**src/rtl/pipe_ctrl_pkg.sv**
```systemverilog
// Shared types and constants for the pipeline hazard controller.
package pipe_ctrl_pkg;
  typedef enum logic {RUN = 1'b0, MEM_WAIT = 1'b1} state_e;

  localparam logic [4:0] REG_X0 = 5'd0;

  typedef struct packed {
    logic pc_write;
    logic ifid_write;
    logic ifid_flush;
    logic idex_hold;
    logic idex_flush;
  } ctrl_t;

  localparam ctrl_t CTRL_NORM  = 5'b11000;
  localparam ctrl_t CTRL_HOLD  = 5'b00010;
  localparam ctrl_t CTRL_REDIR = 5'b11101;
  localparam ctrl_t CTRL_LU    = 5'b00001;
  localparam ctrl_t CTRL_RST   = 5'b00101;
endpackage

```
**src/rtl/hazard_ctrl_if.sv**
```systemverilog
// Pipeline <-> hazard controller signal bundle.
interface hazard_ctrl_if #(parameter int CNT_W = 32);
  logic [4:0]       id_rs1;
  logic [4:0]       id_rs2;
  logic             id_use_rs1;
  logic             id_use_rs2;
  logic [4:0]       ex_rd;
  logic             ex_memread;
  logic             ex_br_taken;
  logic             mem_busy;
  logic             pc_write;
  logic             ifid_write;
  logic             ifid_flush;
  logic             idex_hold;
  logic             idex_flush;
  logic [CNT_W-1:0] stall_cnt;
  logic [CNT_W-1:0] flush_cnt;

  modport master (
    output id_rs1, id_rs2, id_use_rs1, id_use_rs2, ex_rd, ex_memread,
           ex_br_taken, mem_busy,
    input  pc_write, ifid_write, ifid_flush, idex_hold, idex_flush,
           stall_cnt, flush_cnt
  );

  modport slave (
    input  id_rs1, id_rs2, id_use_rs1, id_use_rs2, ex_rd, ex_memread,
           ex_br_taken, mem_busy,
    output pc_write, ifid_write, ifid_flush, idex_hold, idex_flush,
           stall_cnt, flush_cnt
  );
endinterface

```
**src/rtl/load_use_detect.sv**
```systemverilog
// Combinational load-use compare between the ID sources and the EX load target.
module load_use_detect
  import pipe_ctrl_pkg::*;
(
  input  logic [4:0] rs1_i,
  input  logic [4:0] rs2_i,
  input  logic       use_rs1_i,
  input  logic       use_rs2_i,
  input  logic [4:0] ex_rd_i,
  input  logic       ex_memread_i,
  output logic       lu_o
);
  // x0 is hardwired zero, so a load targeting it never creates a dependency.
  assign lu_o = ex_memread_i && (ex_rd_i != REG_X0) &&
                ((use_rs1_i && (rs1_i == ex_rd_i)) ||
                 (use_rs2_i && (rs2_i == ex_rd_i)));
endmodule

```
**src/rtl/hazard_ctrl.sv**
```systemverilog
// Pipeline stall/flush controller: memory freeze, branch redirect, load-use bubble,
// plus saturating stall and flush counters.
module hazard_ctrl
  import pipe_ctrl_pkg::*;
#(
  parameter int CNT_W = 32
) (
  input  logic         clk,
  input  logic         reset,
  hazard_ctrl_if.slave bus
);
  state_e           state_q, state_d;
  logic             br_pend_q, br_pend_d;
  logic [CNT_W-1:0] stall_cnt_q, flush_cnt_q;
  logic             lu;
  logic             redirect_req;
  logic             flush_evt;
  ctrl_t            ctrl;

  load_use_detect u_lu (
    .rs1_i        (bus.id_rs1),
    .rs2_i        (bus.id_rs2),
    .use_rs1_i    (bus.id_use_rs1),
    .use_rs2_i    (bus.id_use_rs2),
    .ex_rd_i      (bus.ex_rd),
    .ex_memread_i (bus.ex_memread),
    .lu_o         (lu)
  );

  // A redirect that arrived while memory was busy is kept in br_pend_q
  // and only honoured once the freeze lifts.
  assign redirect_req = bus.ex_br_taken || ((state_q == MEM_WAIT) && br_pend_q);

  always_comb begin
    ctrl      = CTRL_NORM;
    state_d   = RUN;
    br_pend_d = 1'b0;
    flush_evt = 1'b0;
    if (reset) begin
      ctrl = CTRL_RST;
    end else if (bus.mem_busy) begin
      ctrl      = CTRL_HOLD;
      state_d   = MEM_WAIT;
      br_pend_d = ((state_q == MEM_WAIT) && br_pend_q) || bus.ex_br_taken;
    end else if (redirect_req) begin
      ctrl      = CTRL_REDIR;
      flush_evt = 1'b1;
    end else if (lu) begin
      ctrl = CTRL_LU;
    end
  end

  always_ff @(posedge clk) begin
    if (reset) begin
      state_q     <= RUN;
      br_pend_q   <= 1'b0;
      stall_cnt_q <= '0;
      flush_cnt_q <= '0;
    end else begin
      state_q   <= state_d;
      br_pend_q <= br_pend_d;
      if (!ctrl.pc_write && (stall_cnt_q != '1))
        stall_cnt_q <= stall_cnt_q + CNT_W'(1);
      if (flush_evt && (flush_cnt_q != '1))
        flush_cnt_q <= flush_cnt_q + CNT_W'(1);
    end
  end

  assign bus.pc_write   = ctrl.pc_write;
  assign bus.ifid_write = ctrl.ifid_write;
  assign bus.ifid_flush = ctrl.ifid_flush;
  assign bus.idex_hold  = ctrl.idex_hold;
  assign bus.idex_flush = ctrl.idex_flush;
  assign bus.stall_cnt  = stall_cnt_q;
  assign bus.flush_cnt  = flush_cnt_q;
endmodule

```
**src/flat_wrapper.sv**
```systemverilog
// flat-port wrapper written by rule: the top's interface ports become plain ports
module hazard_ctrl_flat import pipe_ctrl_pkg::*;
#(
  parameter int CNT_W = 32
)
  (clk, reset, bus_id_rs1, bus_id_rs2, bus_id_use_rs1, bus_id_use_rs2, bus_ex_rd, bus_ex_memread, bus_ex_br_taken, bus_mem_busy, bus_pc_write, bus_ifid_write, bus_ifid_flush, bus_idex_hold, bus_idex_flush, bus_stall_cnt, bus_flush_cnt);
  hazard_ctrl_if #(.CNT_W(CNT_W)) bus_i ();
  input  logic clk;
  input  logic reset;
  input wire logic [$bits(bus_i.id_rs1)-1:0] bus_id_rs1;
  input wire logic [$bits(bus_i.id_rs2)-1:0] bus_id_rs2;
  input wire logic [$bits(bus_i.id_use_rs1)-1:0] bus_id_use_rs1;
  input wire logic [$bits(bus_i.id_use_rs2)-1:0] bus_id_use_rs2;
  input wire logic [$bits(bus_i.ex_rd)-1:0] bus_ex_rd;
  input wire logic [$bits(bus_i.ex_memread)-1:0] bus_ex_memread;
  input wire logic [$bits(bus_i.ex_br_taken)-1:0] bus_ex_br_taken;
  input wire logic [$bits(bus_i.mem_busy)-1:0] bus_mem_busy;
  output wire logic [$bits(bus_i.pc_write)-1:0] bus_pc_write;
  output wire logic [$bits(bus_i.ifid_write)-1:0] bus_ifid_write;
  output wire logic [$bits(bus_i.ifid_flush)-1:0] bus_ifid_flush;
  output wire logic [$bits(bus_i.idex_hold)-1:0] bus_idex_hold;
  output wire logic [$bits(bus_i.idex_flush)-1:0] bus_idex_flush;
  output wire logic [$bits(bus_i.stall_cnt)-1:0] bus_stall_cnt;
  output wire logic [$bits(bus_i.flush_cnt)-1:0] bus_flush_cnt;
  assign bus_i.id_rs1 = bus_id_rs1;
  assign bus_i.id_rs2 = bus_id_rs2;
  assign bus_i.id_use_rs1 = bus_id_use_rs1;
  assign bus_i.id_use_rs2 = bus_id_use_rs2;
  assign bus_i.ex_rd = bus_ex_rd;
  assign bus_i.ex_memread = bus_ex_memread;
  assign bus_i.ex_br_taken = bus_ex_br_taken;
  assign bus_i.mem_busy = bus_mem_busy;
  assign bus_pc_write = bus_i.pc_write;
  assign bus_ifid_write = bus_i.ifid_write;
  assign bus_ifid_flush = bus_i.ifid_flush;
  assign bus_idex_hold = bus_i.idex_hold;
  assign bus_idex_flush = bus_i.idex_flush;
  assign bus_stall_cnt = bus_i.stall_cnt;
  assign bus_flush_cnt = bus_i.flush_cnt;
  hazard_ctrl #(.CNT_W(CNT_W)) u_core (.clk(clk), .reset(reset), .bus(bus_i));
endmodule
```
**config.mk**
```make
export PLATFORM = sky130hd
export DESIGN_NAME = hazard_ctrl_flat
export DESIGN_NICKNAME = d
export VERILOG_FILES = /design/src/rtl/pipe_ctrl_pkg.sv /design/src/rtl/hazard_ctrl_if.sv /design/src/rtl/load_use_detect.sv /design/src/rtl/hazard_ctrl.sv /design/src/flat_wrapper.sv
export SDC_FILE = /design/constraint.sdc
export NUM_CORES = 1
export LEC_CHECK = 0
export CORE_MARGIN = 10
export CORE_UTILIZATION = 25
export CTS_BUF_LIST = sky130_fd_sc_hd__clkbuf_4 sky130_fd_sc_hd__clkbuf_8
export CTS_CLUSTER_SIZE = 20
export DETAILED_ROUTE_END_ITERATION = 16
export PLACE_DENSITY_LB_ADDON = 0.12
export SLEW_MARGIN = 30
export SYNTH_ARGS = -nofsm -noshare
export SYNTH_HDL_FRONTEND = slang
export SYNTH_SLANG_ARGS = --single-unit
```
**constraint.sdc**
```tcl
create_clock -name clk -period 2.55 [get_ports clk]
set_clock_uncertainty 0.05 [all_clocks]
set_input_delay 0.3825 -clock clk [delete_from_list [all_inputs] [get_ports clk]]
set_output_delay 0.3825 -clock clk [all_outputs]
set_load 0.01 [all_outputs]
```
# After elaboration in Yosys (flattened, before gate mapping)
# Cells that the tools add are included.
[word_totals]
reg_bits = 66
[op_classes]
add_sub_neg = 2
eq_ne = 4
mux = 8
n_bitwise = 1
n_reduce_logical = 12
[op_table]
columns = ["cell", "n"]
rows = [
  ["32-bit by 1-bit adder with 32-bit output, second input constant", 2],
  ["32-bit inequality test, second input constant", 2],
  ["5-bit 2-to-1 mux", 4],
  ["5-bit == test", 2],
  ["1-bit logical AND", 7],
  ["5-bit nonzero test", 1],
  ["1-bit 2-to-1 mux", 4],
  ["1-bit logical OR", 2],
  ["2-bit OR reduction", 1],
  ["1-bit zero test", 1],
  ["1-bit NOT", 1],
]

# Logic depth before layout (Yosys ltp)
[logic_depth]
ltp_word = 10
mapped_depth = 9
ltp_nobuf = 7

# Cells and area by module
# Synthesis repeated with hierarchy kept, for this count alone.
[hier_totals]
cells_unflattened = 448
hier_area_um2 = 3618.5
[modules_own_cells]
columns = ["module", "instances", "cells_each", "area_each_um2", "seq_area_each_um2"]
rows = [
  ["hazard_ctrl", 1, 431, 3484.6, 1321.3],
  ["load_use_detect", 1, 17, 133.9, 0.0],
]

# Worst setup path after synthesis
# OpenSTA, ideal clock, no wires.
[synth_path]
path_type = "input to output"
from = "input bus_ex_rd[0]"
to = "output bus_pc_write"
arrival_time_ns = 1.607
required_time_ns = 2.118
setup_slack_ns = 0.511
stages = 5
path_cell_list = "or4_1 > o21a_1 > o21a_1 > nand2_1 > buf_4"
[synth_between]
elab_chain_len = 8
word_cells_on_any_way = 12
cone_classes = "2 x eq/ne; 4 x mux; 6 x reduce/logical"
[synth_lines]
columns = ["item", "line_no", "source"]
rows = [
  ["start, declared", "flat_wrapper.sv:14", "input wire logic [$bits(bus_i.ex_rd)-1:0] bus_ex_rd;"],
  ["5-bit == test (on tied branches)", "load_use_detect.sv:15, load_use_detect.sv:16", ""],
  ["1-bit logical AND (on tied branches)", "load_use_detect.sv:15, load_use_detect.sv:16", ""],
  ["1-bit logical OR", "load_use_detect.sv:15", "((use_rs1_i && (rs1_i == ex_rd_i)) ||"],
  ["1-bit logical AND *", "load_use_detect.sv:14", "assign lu_o = ex_memread_i && (ex_rd_i != REG_X0) &&"],
  ["5-bit 2-to-1 mux *", "hazard_ctrl.sv:48", "end else if (lu) begin"],
  ["5-bit 2-to-1 mux *", "hazard_ctrl.sv:45", "end else if (redirect_req) begin"],
  ["5-bit 2-to-1 mux *", "hazard_ctrl.sv:41", "end else if (bus.mem_busy) begin"],
  ["5-bit 2-to-1 mux *", "hazard_ctrl.sv:39", "if (reset) begin"],
  ["end, declared", "flat_wrapper.sv:18", "output wire logic [$bits(bus_i.pc_write)-1:0] bus_pc_write;"],
]
# Mark *: on every way between the ends. The rest lies on a longest branch, timed or not.

# Worst setup path after layout
[layout_path]
from = "input bus_ex_rd[0]"
to = "output bus_idex_flush"
[layout_between]
elab_chain_len = 8
word_cells_on_any_way = 12
cone_classes = "2 x eq/ne; 4 x mux; 6 x reduce/logical"
[layout_lines]
columns = ["item", "line_no", "source"]
rows = [
  ["5-bit == test (on tied branches)", "load_use_detect.sv:15, load_use_detect.sv:16", ""],
  ["1-bit logical AND (on tied branches)", "load_use_detect.sv:15, load_use_detect.sv:16", ""],
  ["1-bit logical OR", "load_use_detect.sv:15", ""],
  ["1-bit logical AND *", "load_use_detect.sv:14", ""],
  ["5-bit 2-to-1 mux *", "hazard_ctrl.sv:48", ""],
  ["5-bit 2-to-1 mux *", "hazard_ctrl.sv:45", ""],
  ["5-bit 2-to-1 mux *", "hazard_ctrl.sv:41", ""],
  ["5-bit 2-to-1 mux *", "hazard_ctrl.sv:39", ""],
  ["end, declared", "flat_wrapper.sv:22", "output wire logic [$bits(bus_i.idex_flush)-1:0] bus_idex_flush;"],
]
# Marks and branches as above.

==> flow_summary.toml <==
[yosys]
synth_edf_count = 0
synth_cell_type_count = 48
syn_inst = 415
ys_seq_area_share_pct = 38.2
yosys_warnings = 0
synth_seq_cells = 66
syn_area_per_cell_um2 = 8.33
syn_nets = 439
netlist_area_mm2 = 0.00346
synthFlopType = "dfxtp_1"
synthArstFlopShare_pct = 0

[route]
routed_wl_mm = 11.0
antenna_left = 0
viasPerCell = 4.88
dr.pass1.iters = 4
route.detailed.drc = 0
drt_iter0_markers = 172
wl_per_cell_um = 15.6
via_count = 3449

[hold_path]
hp-start = "u_core.bus.stall_cnt[8]"
hold_end = "u_core.bus.stall_cnt[8]"
whs_path_depth = 2
worstHoldPathType = "flop to flop"

[pwr]
swShare_pct = 25.0
p_per_area_mw_per_mm2 = 444
internal_power_mw = 1.65
power.share.sequential_pct = 47.8
switching_power_mw = 0.548
vdd_ir_drop_max_uv = 186
total_power_mw = 2.19
p_leak_nw = 1.67
clockPowerShare_pct = 42.4
power_frac_comb_pct = 9.8

[clocking]
clkTransAtPathRegs_ns = 0.06
cts_buffers = 9
clock_path_buffers = 2
clock_latency_ns = 0.36
cts_tree = "built"
htree_levels = 3
clkSinkCount = 66
cts_hold_buf = 0
clock-root-buffer = "clkbuf_8"

[outcome]
status = "complete, no violations"

[timing]
worstMarginPinSlew_ns = 0.620
whs_ns = 0.469
fin_setup_tns_ns = 0
relSlewSlack_pct = 58.7
period_needed_ns = 2.42
rsz0062_at_grt = "no"
maxSlewViolCount = 0
finalHoldViolCount = 0
period_share_pct = 95.0
max_freq_mhz = 413
setup-violations-final = 0
setup_slack_ns = 0.128

[setup_path]
crit_chain = "dlygate4sd2_1 > or4_4 > o21a_1 > nor3b_2 > or2_2 > buf_2"
worstSetupPathType = "input pin to primary output"
path_buf_inv = 2
crit_required_ns = 2.12
crit_path_max_incr_delay_ns = 0.55
slowest_stage = "or4_4"
r2r-end = "u_core.bus.stall_cnt[0]"
regToRegStartpoint = "u_core.bus.stall_cnt[0]"
rrSetupSlack_ns = 0.28
startpoint_type = "input pin"
critPathMaxFanout = 3
crit_family = "simple AND/OR/NAND/NOR gates"
critPathCaptureType = "primary output"
timing.critical_path.from = "bus_ex_rd[0]"
cp.arrival_ns = 1.99
worstRegToRegCells = 9

[cells_and_area]
regArea_mm2 = 0.00132
fin_util_pct = 36.9
fin_cells = 707
final_cell_mix = "82 x clkdlybuf4s50_1, 66 x dfxtp_1, 45 x nor2_1"
drive_gt1_share_pct = 12.8
multi_input_area_mm2 = 0.00205
final_nets = 550
antenna_cells = 0
area_growth_pct = 42.9
final_common_cell = "clkdlybuf4s50_1"
fillerInstances = 1432
final_area_mm2 = 0.00494

[floorplan]
core-area_mm2 = 0.0134
ios = 91
die_h_um = 138
die-area_mm2 = 0.0189
start_util_pct = 25.8
die_w_um = 138
row_count = 42

[global_routing]
antenna_found_initial = 0
overflow = 0
grt_pass1_vias = 3334
grt_pass1_wl_mm = 17.4
grt_max_degree = 35
grt_usage_pct = 11.6

[place]
gp_congestion = 0.778
place_hpwl_mm = 7.84
portBuffers = 90
dp_cells = 688
pre_cts_ws_ns = -0.445
dpl_cell_area_mm2 = 0.00468

[run]
max_cap_violations = 0
## cell type report
class                           instances  area share, %
Sequential cell                        66           26.7
Tap cell                              176           4.46
Multi-Input combinational cell        326           41.5
Clock buffer                           11           3.06
Inverter                                3          0.228
Clock inverter                          5           1.06
Timing Repair Buffer                  120           22.9
## Yosys cell counts, types with 4 or more instances
library cell	n	area share, %
o21ai_0	16	2.3
and4_1	4	1.0
xor2_1	27	6.8
nand4_1	29	5.2
nor3_1	5	0.72
dfxtp_1	66	38
buf_6	4	1.3
nand2_1	31	3.4
clkbuf_1	9	0.98
or3_1	17	3.1
xnor2_1	14	3.5
and2_1	5	0.90
a21oi_1	28	4.1
nor2_1	45	4.9
or4_1	9	2.0
nand3_1	29	4.2
and3_1	13	2.4
o31ai_1	8	1.7
## routing by layer
layer	routed length [um]	vias up	track usage [%]
met3	807	19	4.26
met5	0	-	0
met2	4890	83	17.4
met1	5100	1603	14.3
met4	232	0	5.74
li1	-	1744	-
## power by group through the flow
stage | combinational, mW | clock (mW) | sequential (mW)
after floorplan | 0.103 | 0 | 1.07
after global placement | 0.207 | 0 | 1.07
after detailed placement | 0.209 | 0 | 1.07
after CTS | 0.208 | 0.969 | 1.05
after global routing | 0.234 | 1.01 | 1.05
final | 0.214 | 0.930 | 1.05
## state kept, by name, indices dropped and copies added (netlist names)
| register | count |
|---|---|
| u_core.br_pend_q | 1 |
| u_core.state_q | 1 |
| u_core.bus.stall_cnt | 32 |
| u_core.bus.flush_cnt | 32 |
## kinds of logic after synthesis
kind of cell | count (synthesis) | share of synthesized area [%]
buffers and inverters | 24 | 3.83
AND/OR/NAND/NOR | 212 | 34.0
AO/OA/AOI/OAI | 66 | 11.4
adder cells (fa/ha/maj) | 2 | 0.723
multiplexers | 4 | 1.45
flip-flops | 66 | 38.2
XOR/XNOR | 41 | 10.4
## worst min-delay path, cell delays in order (launching register included)
cell     delay [ns]
dfxtp_1        0.34
o31ai_1        0.08
a21oi_1        0.06
## worst max path at each step
| stage | end | slack (ns) | depth (start not counted) |
|---|---|---|---|
| final | bus_idex_flush | 0.13 | 6 |
| after detailed placement | bus_pc_write | -0.44 | 6 |
| after global placement | bus_idex_flush | -0.42 | 6 |
| after CTS | bus_idex_flush | 0.03 | 6 |
| after global routing | u_core.bus.stall_cnt[4] | 0.02 | 9 |
| after floorplan | bus_pc_write | 0.51 | 5 |
## timing repair
item,in CTS,in global routing
setup buffers,0,2
gates resized for setup,14,5
pin swaps,2,6
endpoints found under the setup margin,3,27
cloned,0,1
Power figures use the tool's default switching activity.
